$ cat src/rtl/instr_fetch_if.sv
// Instruction-memory bus between the fetch stage (master) and instruction memory (slave).
// Single-cycle req/ack handshake; read data is valid in the ack cycle.
interface instr_fetch_if #(
    parameter int ADDR_W = 8
);
    logic              mem_req;
    logic [ADDR_W-1:0] mem_addr;
    logic              mem_ack;
    logic [31:0]       mem_rdata;

    modport master (output mem_req, mem_addr, input mem_ack, mem_rdata);
    modport slave  (input mem_req, mem_addr, output mem_ack, mem_rdata);
endinterface

$ cat src/rtl/instr_fetch.sv
// Instruction fetch stage: PC, memory handshake, NOP bubbles and PC redirect.
// Optional fetch timeout with sticky error is enabled by defining FETCH_TIMEOUT_EN.
module instr_fetch #(
    parameter int                ADDR_W   = 8,
    parameter logic [ADDR_W-1:0] RESET_PC = '0,
    parameter int                TIMEOUT  = 16
) (
    input  logic              clk,
    input  logic              rst,
    input  logic              en,
    input  logic              stall,
    input  logic              pc_load,
    input  logic [ADDR_W-1:0] pc_load_val,
    instr_fetch_if.master     mem,
    output logic [31:0]       instr,
    output logic              instr_valid,
    output logic [ADDR_W-1:0] pc,
    output logic              fetch_err
);

    typedef enum logic [1:0] {
        IDLE,
        FETCH,
        HOLD
    } state_t;

    state_t            state;
    logic              req_q;
    logic              pend;
    logic [ADDR_W-1:0] pend_pc;
    logic              redirect;
    logic [ADDR_W-1:0] redirect_pc;
    logic              lock;

    if (TIMEOUT < 1) begin : g_bad_timeout
        $error("instr_fetch: TIMEOUT must be at least 1");
    end

    assign mem.mem_req  = req_q;
    assign mem.mem_addr = pc;

    // A redirect arriving in the ack cycle itself takes effect immediately.
    always_comb begin
        redirect    = pend | pc_load;
        redirect_pc = pc_load ? pc_load_val : pend_pc;
    end

`ifdef FETCH_TIMEOUT_EN
    localparam int CNT_W = ($clog2(TIMEOUT) > 0) ? $clog2(TIMEOUT) : 1;
    localparam logic [CNT_W-1:0] CNT_LAST = CNT_W'(TIMEOUT - 1);

    logic [CNT_W-1:0] cnt;
    logic             err_q;

    assign fetch_err = err_q;
    assign lock      = err_q;
`else
    assign fetch_err = 1'b0;
    assign lock      = 1'b0;
`endif

    // NOTE: all state is assigned with <= so every branch sees pre-edge values.
    always_ff @(posedge clk) begin
        if (rst) begin
            state       <= IDLE;
            req_q       <= 1'b0;
            pend        <= 1'b0;
            pend_pc     <= '0;
            pc          <= RESET_PC;
            instr       <= '0;
            instr_valid <= 1'b0;
`ifdef FETCH_TIMEOUT_EN
            cnt         <= '0;
            err_q       <= 1'b0;
`endif
        end else begin
            unique case (state)
                IDLE: begin
                    if (pc_load) pc <= pc_load_val;
                    if (en && !lock) begin
                        state <= FETCH;
                        req_q <= 1'b1;
`ifdef FETCH_TIMEOUT_EN
                        cnt   <= '0;
`endif
                    end
                end

                FETCH: begin
                    if (mem.mem_ack) begin
                        if (redirect) begin
                            pc    <= redirect_pc;
                            pend  <= 1'b0;
                            state <= en ? FETCH : IDLE;
                            req_q <= en;
`ifdef FETCH_TIMEOUT_EN
                            cnt   <= '0;
`endif
                        end else begin
                            instr       <= mem.mem_rdata;
                            instr_valid <= 1'b1;
                            pc          <= pc + 1'b1;
                            state       <= HOLD;
                            req_q       <= 1'b0;
                        end
                    end else begin
                        if (pc_load) begin
                            pend    <= 1'b1;
                            pend_pc <= pc_load_val;
                        end
`ifdef FETCH_TIMEOUT_EN
                        // Give up after TIMEOUT request cycles; only rst leaves the lock.
                        if (cnt == CNT_LAST) begin
                            err_q <= 1'b1;
                            state <= IDLE;
                            req_q <= 1'b0;
                            pend  <= 1'b0;
                        end else begin
                            cnt <= cnt + 1'b1;
                        end
`endif
                    end
                end

                HOLD: begin
                    if (pc_load || !stall) begin
                        if (pc_load) pc <= pc_load_val;
                        instr       <= '0;
                        instr_valid <= 1'b0;
                        state       <= en ? FETCH : IDLE;
                        req_q       <= en;
`ifdef FETCH_TIMEOUT_EN
                        cnt         <= '0;
`endif
                    end
                end

                default: begin
                    state <= IDLE;
                    req_q <= 1'b0;
                end
            endcase
        end
    end

endmodule

$ cat src/flat_wrapper.sv
// flat-port wrapper written by rule: the top's interface ports become plain ports
module instr_fetch_flat 
#(
    parameter int                ADDR_W   = 8,
    parameter logic [ADDR_W-1:0] RESET_PC = '0,
    parameter int                TIMEOUT  = 16
)
  (clk, rst, en, stall, pc_load, pc_load_val, instr, instr_valid, pc, fetch_err, mem_mem_req, mem_mem_addr, mem_mem_ack, mem_mem_rdata);
  instr_fetch_if #(.ADDR_W(ADDR_W)) mem_i ();
  input  logic clk;
  input  logic rst;
  input  logic en;
  input  logic stall;
  input  logic pc_load;
  input  logic [ADDR_W-1:0] pc_load_val;
  output logic [31:0] instr;
  output logic instr_valid;
  output logic [ADDR_W-1:0] pc;
  output logic fetch_err;
  output wire logic [$bits(mem_i.mem_req)-1:0] mem_mem_req;
  output wire logic [$bits(mem_i.mem_addr)-1:0] mem_mem_addr;
  input wire logic [$bits(mem_i.mem_ack)-1:0] mem_mem_ack;
  input wire logic [$bits(mem_i.mem_rdata)-1:0] mem_mem_rdata;
  assign mem_mem_req = mem_i.mem_req;
  assign mem_mem_addr = mem_i.mem_addr;
  assign mem_i.mem_ack = mem_mem_ack;
  assign mem_i.mem_rdata = mem_mem_rdata;
  instr_fetch #(.ADDR_W(ADDR_W), .RESET_PC(RESET_PC), .TIMEOUT(TIMEOUT)) u_core (.clk(clk), .rst(rst), .en(en), .stall(stall), .pc_load(pc_load), .pc_load_val(pc_load_val), .mem(mem_i), .instr(instr), .instr_valid(instr_valid), .pc(pc), .fetch_err(fetch_err));
endmodule
$ cat config.mk
export PLATFORM = sky130hd
export DESIGN_NAME = instr_fetch_flat
export DESIGN_NICKNAME = d
export VERILOG_FILES = /design/src/rtl/instr_fetch_if.sv /design/src/rtl/instr_fetch.sv /design/src/flat_wrapper.sv
export SDC_FILE = /design/constraint.sdc
export NUM_CORES = 1
export LEC_CHECK = 0
export CAP_MARGIN = 20
export CORE_AREA = 2 2 81 83
export CTS_CLUSTER_SIZE = 8
export DETAILED_ROUTE_END_ITERATION = 10
export DIE_AREA = 0 0 83 85
export PLACE_DENSITY = 0.74
export SETUP_SLACK_MARGIN = 0.05
export SKIP_LAST_GASP = 1
export SYNTH_ARGS = -nofsm -noshare
export SYNTH_HDL_FRONTEND = slang
export SYNTH_SLANG_ARGS = --single-unit
$ cat constraint.sdc
create_clock -name clk -period 2.2 [get_ports clk]
set_clock_uncertainty 0.1 [all_clocks]
set_input_delay 0.66 -clock clk [delete_from_list [all_inputs] [get_ports clk]]
set_output_delay 0.66 -clock clk [all_outputs]
set_load 0.02 [all_outputs]
-- Yosys cells after proc, flatten, opt, wreduce, memory -nomap -nowiden
Index checks and enable logic that the tools add are counted.
- bits in registers: 53
- output and inout port bits: 51
- word-level logic and storage cells: 56
- add/sub/neg operators: 1
- eq/ne operators: 7
- mux-type cells: 28
- bitwise logic cells: 2
- reductions and logical operators: 11
- operator list (cell ; number):
    $mux W32 ; 3
    $pmux W32 S2 ; 1
    $mux W8 ; 5
    $pmux W8 S3 ; 1
    $mux W1 ; 11
    $reduce_and A3 Y1 ; 3
    $add A8 B1 Y8 const B ; 1
    $mux W2 ; 4
    $ne A2 B2 Y1 const B ; 3
    $pmux W2 S3 ; 1
    $ne A2 B1 Y1 const B ; 2
    $reduce_and A4 Y1 ; 1
    $reduce_bool A2 Y1 ; 2
    $pmux W1 S3 ; 1
    $reduce_bool A3 Y1 ; 1
    $eq A2 B1 Y1 const B ; 1
    $eq A2 B2 Y1 const B ; 1
    $logic_not A2 Y1 ; 1
    $pmux W1 S2 ; 1
    $reduce_and A2 Y1 ; 1
    $logic_not A1 Y1 ; 1
    $logic_or A1 B1 Y1 ; 1
    $not A1 Y1 ; 1
    $or A1 B1 Y1 ; 1

-- Depth between registers and ports, before layout
- depth after elaboration: 4
- mapped depth: 7
- gate-level depth less buffers: 5

-- Least setup slack after synthesis
OpenSTA, ideal clock, no wires.
- kind: input port to flip-flop
- start: in pc_load
- end: reg u_core.pc[6], in the netlist u_core.mem.mem_addr[6]
- setup time: 66 ps
- arrival: 2184 ps
- required time: 2034 ps
- path slack: -151 ps
- cell stages on the path: 6
- path buffers: 2
- cell sequence: buf_6 or4b_1 clkbuf_2 or4_1 a31o_1 a21oi_2
- cells in the longest elaborated chain, start to end: 4
- elaborated cells between the ends (all ways): 10
- those cells by class: eq/ne (1); mux (6); bitwise (1); reduce/logical (2)
- ends and longest elaborated chain (item ; line ; RTL):
    start, declared ; flat_wrapper.sv:14 ; input logic pc_load;
    $mux W8 or $or A1 B1 Y1 (tied branches) ; instr_fetch.sv:45, instr_fetch.sv:44 ;
    $mux W8 ; instr_fetch.sv:91 ; if (redirect) begin
    $mux W8 ; instr_fetch.sv:90 ; if (mem.mem_ack) begin
    $pmux W8 S3 ; instr_fetch.sv:77 ; unique case (state)
    end signal, assigned ; instr_fetch.sv:79 ; if (pc_load) pc <= pc_load_val;
    end signal, assigned ; instr_fetch.sv:92 ; pc <= redirect_pc;
    end signal, assigned ; instr_fetch.sv:102 ; pc <= pc + 1'b1;
    end, declared ; instr_fetch.sv:17 ; output logic [ADDR_W-1:0] pc,
Several ways; a longest one is shown, not always the timed one. The select of a mux whose other input is x is not followed.
A chain may end at the register's enable or synchronous reset.

-- Worst setup path in the final report
- start: reg u_core.pc[5], in the netlist u_core.mem.mem_addr[5]
- end: out mem_mem_addr[5]
- RTL lines (item ; line ; RTL):
    end, declared ; flat_wrapper.sv:21 ; output wire logic [$bits(mem_i.mem_addr)-1:0] mem_mem_addr;
No word-level cell between the ends.

==> flow_summary_export.csv <==
group,metric,value,unit
floorplanning,initial_core_util,37.0,%
yosys,ys.flop_type,"dfxtp_1",
worst_setup_path,worstPathArrival,1370,ps
cts,cts_sinks,52,
detailed_routing,drtPass1Iterations,6,
outcome,status,"finished clean",
yosys,avgSynthCellArea,8.25,sq um
finish,multi_input_area,0.00105,sq mm
finish,areaGrowthSynthToFinish,49.9,%
power_and_ir_drop,seqPwrFrac,49.6,%
worst_setup_path,critical_path.cell_chain,"clkdlybuf4s50_1",
finish,nets,412,
timing,timing.fmax,470,MHz
power_and_ir_drop,power_density,589,mW/mm^2
detailed_routing,wl_per_cell,13.9,microns
power_and_ir_drop,swShare,25.7,%
finish,seqCellArea,0.00104,sq mm
cts,cts_buffer_depth,2,
grt,grt_first_pass_wirelength,9850,microns
power_and_ir_drop,p_int,1500,uW
grt,antenna_found_initial,0,
cts,post_cts_buffers,0,
yosys,synth_area,0.00229,sq mm
worst_setup_path,slowest_stage,"clkdlybuf4s50_1",
detailed_routing,viasPerCell,5.10,
floorplanning,die_h,85,microns
power_and_ir_drop,leakage,0.00134,uW
cts,cts_hold_buffers,0,
timing,fin_tns_setup,0,ps
worst_setup_path,reg2reg_to,"u_core.mem.mem_addr[6]",
floorplanning,die_area,0.00706,sq mm
timing,final_hold_viol_count,0,
power_and_ir_drop,peakVddDrop,0.280,mV
floorplanning,coreArea,0.00620,sq mm
finish,drive_above_1_share,10.1,%
finish,final_common_cell,"clkdlybuf4s50_1",
worst_setup_path,r2r_start,"u_core.state[0]",
place,place.gp.congestion,0.822,
yosys,synth_edf_count,0,
place,dpl.hpwl,4380,microns
hold_path,holdPathEnd,"u_core.instr[8]",
cts,cts_tree,"built",
timing,fin_crit_sh,96.7,%
worst_setup_path,crit_required,1440,ps
hold_path,min_path_cells,2,
worst_setup_path,path_delay_family,"buffers and inverters",
detailed_routing,drtAntennaViolNets,0,
worst_setup_path,max_stage_delay,640,ps
timing,drv_slew,0,
hold_path,min-delay-start,"u_core.instr[8]",
power_and_ir_drop,p_clk_share,32.1,%
yosys,synth.top_cells.by_area,"dfxtp_1 (45%), nand3_1 (9.4%), a21oi_1 (8.9%), nand2_1 (7.2%), mux2i_1 (4.4%)",
worst_setup_path,worstSetupPathType,"flip-flop to primary output",
finish,final_cell_mix,"clkdlybuf4s50_1 (80), dfxtp_1 (52), nand2_1 (44)",
finish,fillers,566,
worst_setup_path,critical_path_buf_inv_count,1,
timing,worst_hold_slack,370,ps
run,max-cap-violations,0,
cts,clock_latency,300,ps
detailed_routing,wl,6150,microns
cts,clk_pin_slew,100,ps
grt,grt_max_degree,34,
yosys,seq_area_frac_synth,45.4,%
place,port_buffers,95,
grt,grt_overflow,0,
power_and_ir_drop,power_frac_comb,18.3,%
finish,fin_util,55.4,%
yosys,yosysTopAreaCellShare,45.4,%
detailed_routing,routed-via-count,2261,
cts,htreeDepth,2,
yosys,synth_top_area_cell,"dfxtp_1",
detailed_routing,route.detailed.drc,0,
floorplanning,rows,29,
yosys,yosys_warnings,0,
floorplanning,io_pins,97,
yosys,syn_inst,278,
floorplanning,die-width,83,microns
timing,finalCriticalPeriod,2130,ps
cts,root_buffer,"clkbuf_8",
yosys,synth.distinct_cells,37,
timing,rsz0062_at_grt,"no",
yosys,synth_nets,325,
detailed_routing,dr.first_iter.drc_count,159,
hold_path,hp-class,"flip-flop to flip-flop",
worst_setup_path,cp-start-kind,"flip-flop",
worst_setup_path,reg2reg_slack,340,ps
yosys,async_flop_share,0,%
cts,numCtsBuffers,5,
yosys,synth-seq-cells,52,
power_and_ir_drop,net-switching-power,519,uW
grt,track_usage,16.9,%
finish,antennaDiodeCount,0,
worst_setup_path,cp-end-kind,"primary output",
timing,setup_violations,0,
worst_setup_path,r2r_cells,4,
grt,grt_pass1_vias,2097,
worst_setup_path,cp_max_fo,6,
area by class of cell:
type                    count  share of cell area [%]
inverters                   6                   0.655
flip-flops and latches     52                    30.3
repair buffers            111                    32.5
well taps                  77                    2.80
multi-input cells         189                    30.5
clock inverters             3                    1.24
clock buffers               5                    2.00
registers in the layout (all words and copies together) (netlist names):
name,count
u_core.mem.mem_addr,8
u_core.pend_pc,8
u_core.state,2
u_core.instr_valid,1
u_core.instr,32
u_core.pend,1
power groups by stage:
stage               logic, uW  clock network (uW)  registers [uW]
detailed placement        377                   0            1030
finish                    371                 649            1000
global placement          373                   0            1020
floorplan                 161                   0            1050
global route              398                 702            1010
CTS                       374                 667            1000
per-layer routing:
layer  GRT usage, %  share of wire [%]  vias up
li1               -                  -     1125
met1           20.8                 43     1052
met2           28.8                 50       78
met3           4.77                6.7        6
met4           5.37               0.99        0
met5              0                  0        -
logic make-up after synthesis:
kind of cell	share of synthesized area [%]
buf+inv	9.38
mux	4.36
simple gates	23.3
fa+ha+maj	0.545
other cells	0.164
flops	45.4
compound gates	16.9
through the flow:
stage	setup slack, ps	instance area [sq um]	cells	power [uW]
2_1_floorplan	-7.74	2300	278	1220
6_report	71.8	3440	443	2020
5_1_grt	50.2	3440	443	2110
3_3_place_gp	-348	3310	435	1400
4_1_cts	59.7	3420	443	2040
3_5_place_dp	-371	3310	435	1400
worst max path at each step:
stage | from | to | slack (ps) | depth (start not counted)
2_1_floorplan | pc_load | u_core.mem.mem_addr[6] | -8 | 6
3_3_place_gp | pc_load | u_core.mem.mem_addr[6] | -350 | 5
3_5_place_dp | pc_load | u_core.mem.mem_addr[6] | -370 | 5
4_1_cts | u_core.mem.mem_addr[4] | mem_mem_addr[4] | 60 | 1
5_1_grt | u_core.mem.mem_addr[7] | pc[7] | 50 | 1
6_report | u_core.mem.mem_addr[5] | mem_mem_addr[5] | 70 | 1
what timing repair did:
action,in CTS,in global routing
endpoints found under the hold margin,0,0
pin swaps,0,0
resized for setup,7,8
endpoints found under the setup margin,28,9
Yosys cell counts (2+ instances only):
| library cell | instances |
|---|---|
| buf_1 | 2 |
| o32ai_1 | 4 |
| and3_1 | 3 |
| nor2_1 | 14 |
| nand2_1 | 44 |
| dfxtp_1 | 52 |
| o311a_2 | 4 |
| a211oi_1 | 2 |
| mux2i_1 | 10 |
| buf_4 | 10 |
| buf_6 | 3 |
| inv_1 | 6 |
| o21ai_0 | 4 |
| or3b_2 | 2 |
| nand3_1 | 43 |
| a21oi_1 | 41 |
| nor2b_1 | 2 |
| buf_2 | 4 |
| clkbuf_1 | 10 |
worst min-delay path, cell delays in order (launching register included):
cell and delay [ps]:
dfxtp_1 320, nand3_1 60, a21oi_1 60
(Power assumes the default switching activity.)
